`config.mk`:
```
export PLATFORM = sky130hd
export DESIGN_NAME = mux_share_arbiter
export DESIGN_NICKNAME = d
export VERILOG_FILES = /design/src/rtl/mux_share_arbiter.sv
export SDC_FILE = /design/constraint.sdc
export NUM_CORES = 1
export LEC_CHECK = 0
export CORE_ASPECT_RATIO = 0.6
export CORE_MARGIN = 3
export CORE_UTILIZATION = 44
export CTS_BUF_LIST = sky130_fd_sc_hd__clkbuf_4
export DETAILED_ROUTE_END_ITERATION = 10
export PLACE_DENSITY = 0.78
export SLEW_MARGIN = 20
export SYNTH_ARGS = -nofsm -noshare
export SYNTH_HDL_FRONTEND = slang
export SYNTH_SLANG_ARGS = --single-unit
```
`constraint.sdc`:
```
create_clock -name CLOCK_50 -period 1.5 [get_ports CLOCK_50]
set_input_delay 0.225 -clock CLOCK_50 [delete_from_list [all_inputs] [get_ports CLOCK_50]]
set_output_delay 0.225 -clock CLOCK_50 [all_outputs]
set_load 0.01 [all_outputs]
```
`src/rtl/mux_share_arbiter.sv`:
```
// mux_share_arbiter: two-requester arbiter owning a shared 2:1 mux,
// with bounded grant slots and a registered, valid-tagged output.
module mux_share_arbiter #(
  parameter int WIDTH = 8,
  parameter int SLOT  = 4
) (
  input  logic             CLOCK_50,
  input  logic             reset,
  input  logic             req_x,
  input  logic             req_y,
  input  logic [WIDTH-1:0] x,
  input  logic [WIDTH-1:0] y,
  output logic             sel,
  output logic             gnt_x,
  output logic             gnt_y,
  output logic [WIDTH-1:0] m,
  output logic             m_valid
);

  typedef enum logic [1:0] {
    IDLE = 2'd0,
    GX   = 2'd1,
    GY   = 2'd2
  } state_t;

  localparam logic [3:0] SLOT_C = 4'(SLOT);

  state_t     state;
  logic [3:0] cnt;
  logic       last;
  logic       slot_end;

  assign slot_end = (cnt == SLOT_C);

  // last: 1 means Y held the datapath most recently, so X wins a tie
  always_ff @(posedge CLOCK_50) begin
    if (reset) begin
      state   <= IDLE;
      gnt_x   <= 1'b0;
      gnt_y   <= 1'b0;
      sel     <= 1'b0;
      cnt     <= 4'd0;
      last    <= 1'b1;
      m       <= '0;
      m_valid <= 1'b0;
    end else begin
      m       <= gnt_y ? y : x;
      m_valid <= (gnt_x & req_x) | (gnt_y & req_y);
      unique case (state)
        IDLE: begin
          if (req_x && (!req_y || last)) begin
            state <= GX;
            gnt_x <= 1'b1;
            gnt_y <= 1'b0;
            sel   <= 1'b0;
            cnt   <= 4'd1;
            last  <= 1'b0;
          end else if (req_y) begin
            state <= GY;
            gnt_x <= 1'b0;
            gnt_y <= 1'b1;
            sel   <= 1'b1;
            cnt   <= 4'd1;
            last  <= 1'b1;
          end
        end
        GX: begin
          if (req_x && !slot_end) begin
            cnt <= cnt + 4'd1;
          end else if (req_y) begin
            state <= GY;
            gnt_x <= 1'b0;
            gnt_y <= 1'b1;
            sel   <= 1'b1;
            cnt   <= 4'd1;
            last  <= 1'b1;
          end else if (req_x) begin
            cnt  <= 4'd1;
            last <= 1'b0;
          end else begin
            state <= IDLE;
            gnt_x <= 1'b0;
            cnt   <= 4'd0;
          end
        end
        GY: begin
          if (req_y && !slot_end) begin
            cnt <= cnt + 4'd1;
          end else if (req_x) begin
            state <= GX;
            gnt_x <= 1'b1;
            gnt_y <= 1'b0;
            sel   <= 1'b0;
            cnt   <= 4'd1;
            last  <= 1'b0;
          end else if (req_y) begin
            cnt  <= 4'd1;
            last <= 1'b1;
          end else begin
            state <= IDLE;
            gnt_y <= 1'b0;
            cnt   <= 4'd0;
          end
        end
        default: begin
          state <= IDLE;
          gnt_x <= 1'b0;
          gnt_y <= 1'b0;
          cnt   <= 4'd0;
        end
      endcase
    end
  end

endmodule

```
==> results by group <==
Run status
  – Status: finished with violations
  – Failing checks: setup timing

Place
  – GPL Wtd Cong: 0.9149
  – Setup WS pre-CTS: -0.2770 ns
  – Post-DP Area: 0.001550 mm2
  – PortBufs: 31
  – Placed Instances: 198
  – DP HPWL: 2384 um

Timing
  – Setup violations, final: 2
  – Hold Slack: 0.4088 ns
  – Unrepaired setup endpoints after global routing: yes
  – Max-slew violation count: 0
  – Total Neg Setup Slack: -0.06906 ns
  – Post-layout min period: 1.560 ns
  – Clk_skew: 0.004242 ns
  – Slew headroom: 79.52%
  – Final Hold Vio Count: 0
  – Tcrit/Tclk final: 104.0%
  – Peak Freq: 641.2 MHz
  – Slew @ Worst Pin: 0.3045 ns
  – Fin worst setup slack: -0.05969 ns

Logic synthesis
  – Sequential cell area fraction in the yosys report: 34.51%
  – Yosys Warn Count: 0
  – Cell taking the most area after synthesis: dfxtp_1
  – Synthesized area: 0.001102 mm2
  – Unique masters post-synth: 39
  – Synth area leaders: dfxtp_1 (35%), mux2i_1 (9.1%), ha_1 (6.8%), nor2_1 (4.8%), a21oi_1 (4.5%)
  – Share of the synthesized area in the top cell type: 34.51%
  – Syn Inst Count: 126
  – Post-Synthesis Net Count: 152
  – Syn Area/Cell: 8.748 um2
  – Synth Register Bits: 19

Clocking
  – Clk sinks: 19
  – Clk pin slew, worst setup/hold paths: 0.10 ns
  – Post-CTS Hold Fix Bufs: 0
  – CTS max path bufs: 2
  – CTS H-Tree Depth: 1
  – CTS Buf Count: 3
  – Worst skew pair latency: 0.29 ns
  – CTS Root Cell: clkbuf_4
  – CTS tree: built

Pwr
  – Int Power: 1.128 mW
  – Pwr Density: 977.4 mW/mm2
  – Sequential share of power: 37.2%
  – Sw power: 0.5636 mW
  – Net Sw Frac: 33.32%
  – Pleak: 0.7054 nW
  – Clock group share of total power: 16.2%
  – Comb power frac: 46.5%
  – Maximum vdd drop: 0.5320 mV

Global routing
  – First-pass GRT wire length: 5271 um
  – Initial antenna violation count: 0
  – GRT overflow: 0
  – GRT Overall Usage: 21.22%
  – Vias in the first global route: 1116
  – Largest net degree at the start of global routing: 18

Hold path
  – Hold path startpoint: req_x
  – Worst Hold Path EP: m_valid
  – Hold path depth: 4
  – Worst hold-check path type: primary input to flip-flop

Cells and area
  – Fill cell count: 148
  – Fin nets: 202
  – Commonest non-fill, non-tap cell in the layout: clkdlybuf4s50_1
  – Proportion of layout cells with a drive suffix above 1: 28.57%
  – # diodes: 0
  – Post-Layout Inst Area: 0.001730 mm2
  – Area grow syn2layout: 56.98%
  – Post-Layout Cell Count: 205
  – Most frequent cells in the layout: clkdlybuf4s50_1 (30), buf_4 (20), dfxtp_1 (15)

Critical path
  – Data required, critical path: 1.73 ns
  – Crit Path Class: flip-flop to flip-flop
  – FF-to-FF End: sel
  – CP startpoint kind: flip-flop
  – Worst r2r src: state[1]
  – CP endpoint kind: flip-flop
  – R2R cell count: 6
  – Flop-to-flop setup slack: -0.06 ns
  – Slowest-stage cell, CP: or4_1
  – Crit path cell chain: inv_4 -> ha_4 -> or2b_1 -> nor2_1 -> or4_1 -> mux2i_1
  – CP max FO: 4
  – CP max stage delay: 0.46 ns
  – WP data arrival: 1.79 ns

Detailed routing
  – Drt total wl: 3266 um
  – Via Count: 1150
  – Router iterations before antenna repair: 4
  – Drc violations: 0
  – Final ANT Viol Nets: 0
  – Drt wl/cell: 15.93 um
  – Via density: 5.610
  – Initial DRC count: 82

Floorplan
  – Die area: 0.003161 mm2
  – Die Y: 44.77 um
  – Core area: 0.002261 mm2
  – Die width: 70.62 um
  – Row count: 13
  – IO Count: 32
  – Initial core utilization: 48.75%

Run
  – Max-cap violations: 0
==> worst max-delay path by stage <==
stage               startpoint  endpoint  cells past startpoint
floorplan             state[0]       sel                      5
global placement         req_x    cnt[1]                      6
CTS                   state[1]       sel                      6
detailed placement       req_x    cnt[2]                      6
global route          state[1]       sel                      6
finish                state[1]       sel                      6
==> power groups by stage <==
| stage | registers, mW | logic, mW | clock network (mW) |
|---|---|---|---|
| 2_1_floorplan | 0.639 | 0.346 | 0 |
| 3_3_place_gp | 0.621 | 0.629 | 0 |
| 3_5_place_dp | 0.625 | 0.647 | 0 |
| 4_1_cts | 0.625 | 0.709 | 0.288 |
| 5_1_grt | 0.638 | 0.851 | 0.300 |
| 6_report | 0.630 | 0.787 | 0.274 |
==> final cells by class <==
type,count,area (um2),area share [%]
timing repair buffer,52,483.0,27.91
multi-input combinational,92,754.5,43.60
clock buffer,4,30.03,1.735
sequential,19,390.4,22.56
tap,30,37.54,2.169
inverter,8,35.03,2.025
==> cells by family after synthesis <==
logic type               share of synthesized area [%]
flip-flops                                       34.51
buffers and inverters                            6.016
adder cells (fa/ha/maj)                          6.810
AND/OR/NAND/NOR                                  22.48
AO/OA/AOI/OAI                                    21.11
multiplexers                                     9.081
==> registers in the layout, indices dropped and copies added (netlist names) <==
name     count
gnt_y        1
cnt          4
m            8
gnt_x        1
state        2
last         1
m_valid      1
sel          1
==> through the flow <==
step                power [mW]  utilization (%)
floorplan               0.9853                -
detailed placement       1.272            68.57
CTS                      1.621            73.33
global placement         1.250            68.57
finish                   1.691            76.54
global route             1.789            76.54
==> per-layer routing <==
metal	vias to the layer above	global-route usage [%]	share of wire, %
li1	549	-	-
met1	537	27.54	44
met2	50	34.94	46
met3	14	4.667	7.4
met4	0	8.989	2.6
met5	-	0	0
==> synthesized netlist by cell type <==
library cell  instances
dfxtp_1              19
nor2_1               14
a21oi_1              10
mux2i_1              10
inv_1                 8
ha_1                  6
nand2b_1              5
nand2_1               4
nand3_1               4
o21ai_0               4
a311oi_1              3
clkbuf_1              3
nor2b_1               3
nor3_1                3
a21o_2                2
a221oi_1              2
a31oi_1               2
clkbuf_2              2
or2b_1                2
a211oi_2              1
a21boi_0              1
a21o_1                1
a22oi_1               1
a32oi_2               1
and2_1                1
and2_2                1
and3_1                1
and3b_1               1
buf_1                 1
buf_6                 1
nand3b_1              1
nand4b_4              1
nor4_1                1
o2111ai_1             1
o21ba_1               1
o2bb2a_1              1
o32ai_1               1
or2_2                 1
or4_1                 1
==> what timing repair did <==
| item | 4_1_cts | 5_1_grt |
|---|---|---|
| gates resized for setup | 16 | 12 |
| endpoints found under the setup margin | 7 | 8 |
| pin swaps | 5 | 5 |
| cloned | 0 | 0 |
| buffers inserted | 1 | 2 |
==> critical path: cells and delay by family, from the launching register on <==
family / cells / cell delay [ns]
simple gates: 3 / 0.63
flops: 1 / 0.40
fa+ha+maj: 1 / 0.28
mux: 1 / 0.13
buf+inv: 1 / 0.06
No activity file was read; power rests on OpenSTA's default activity.
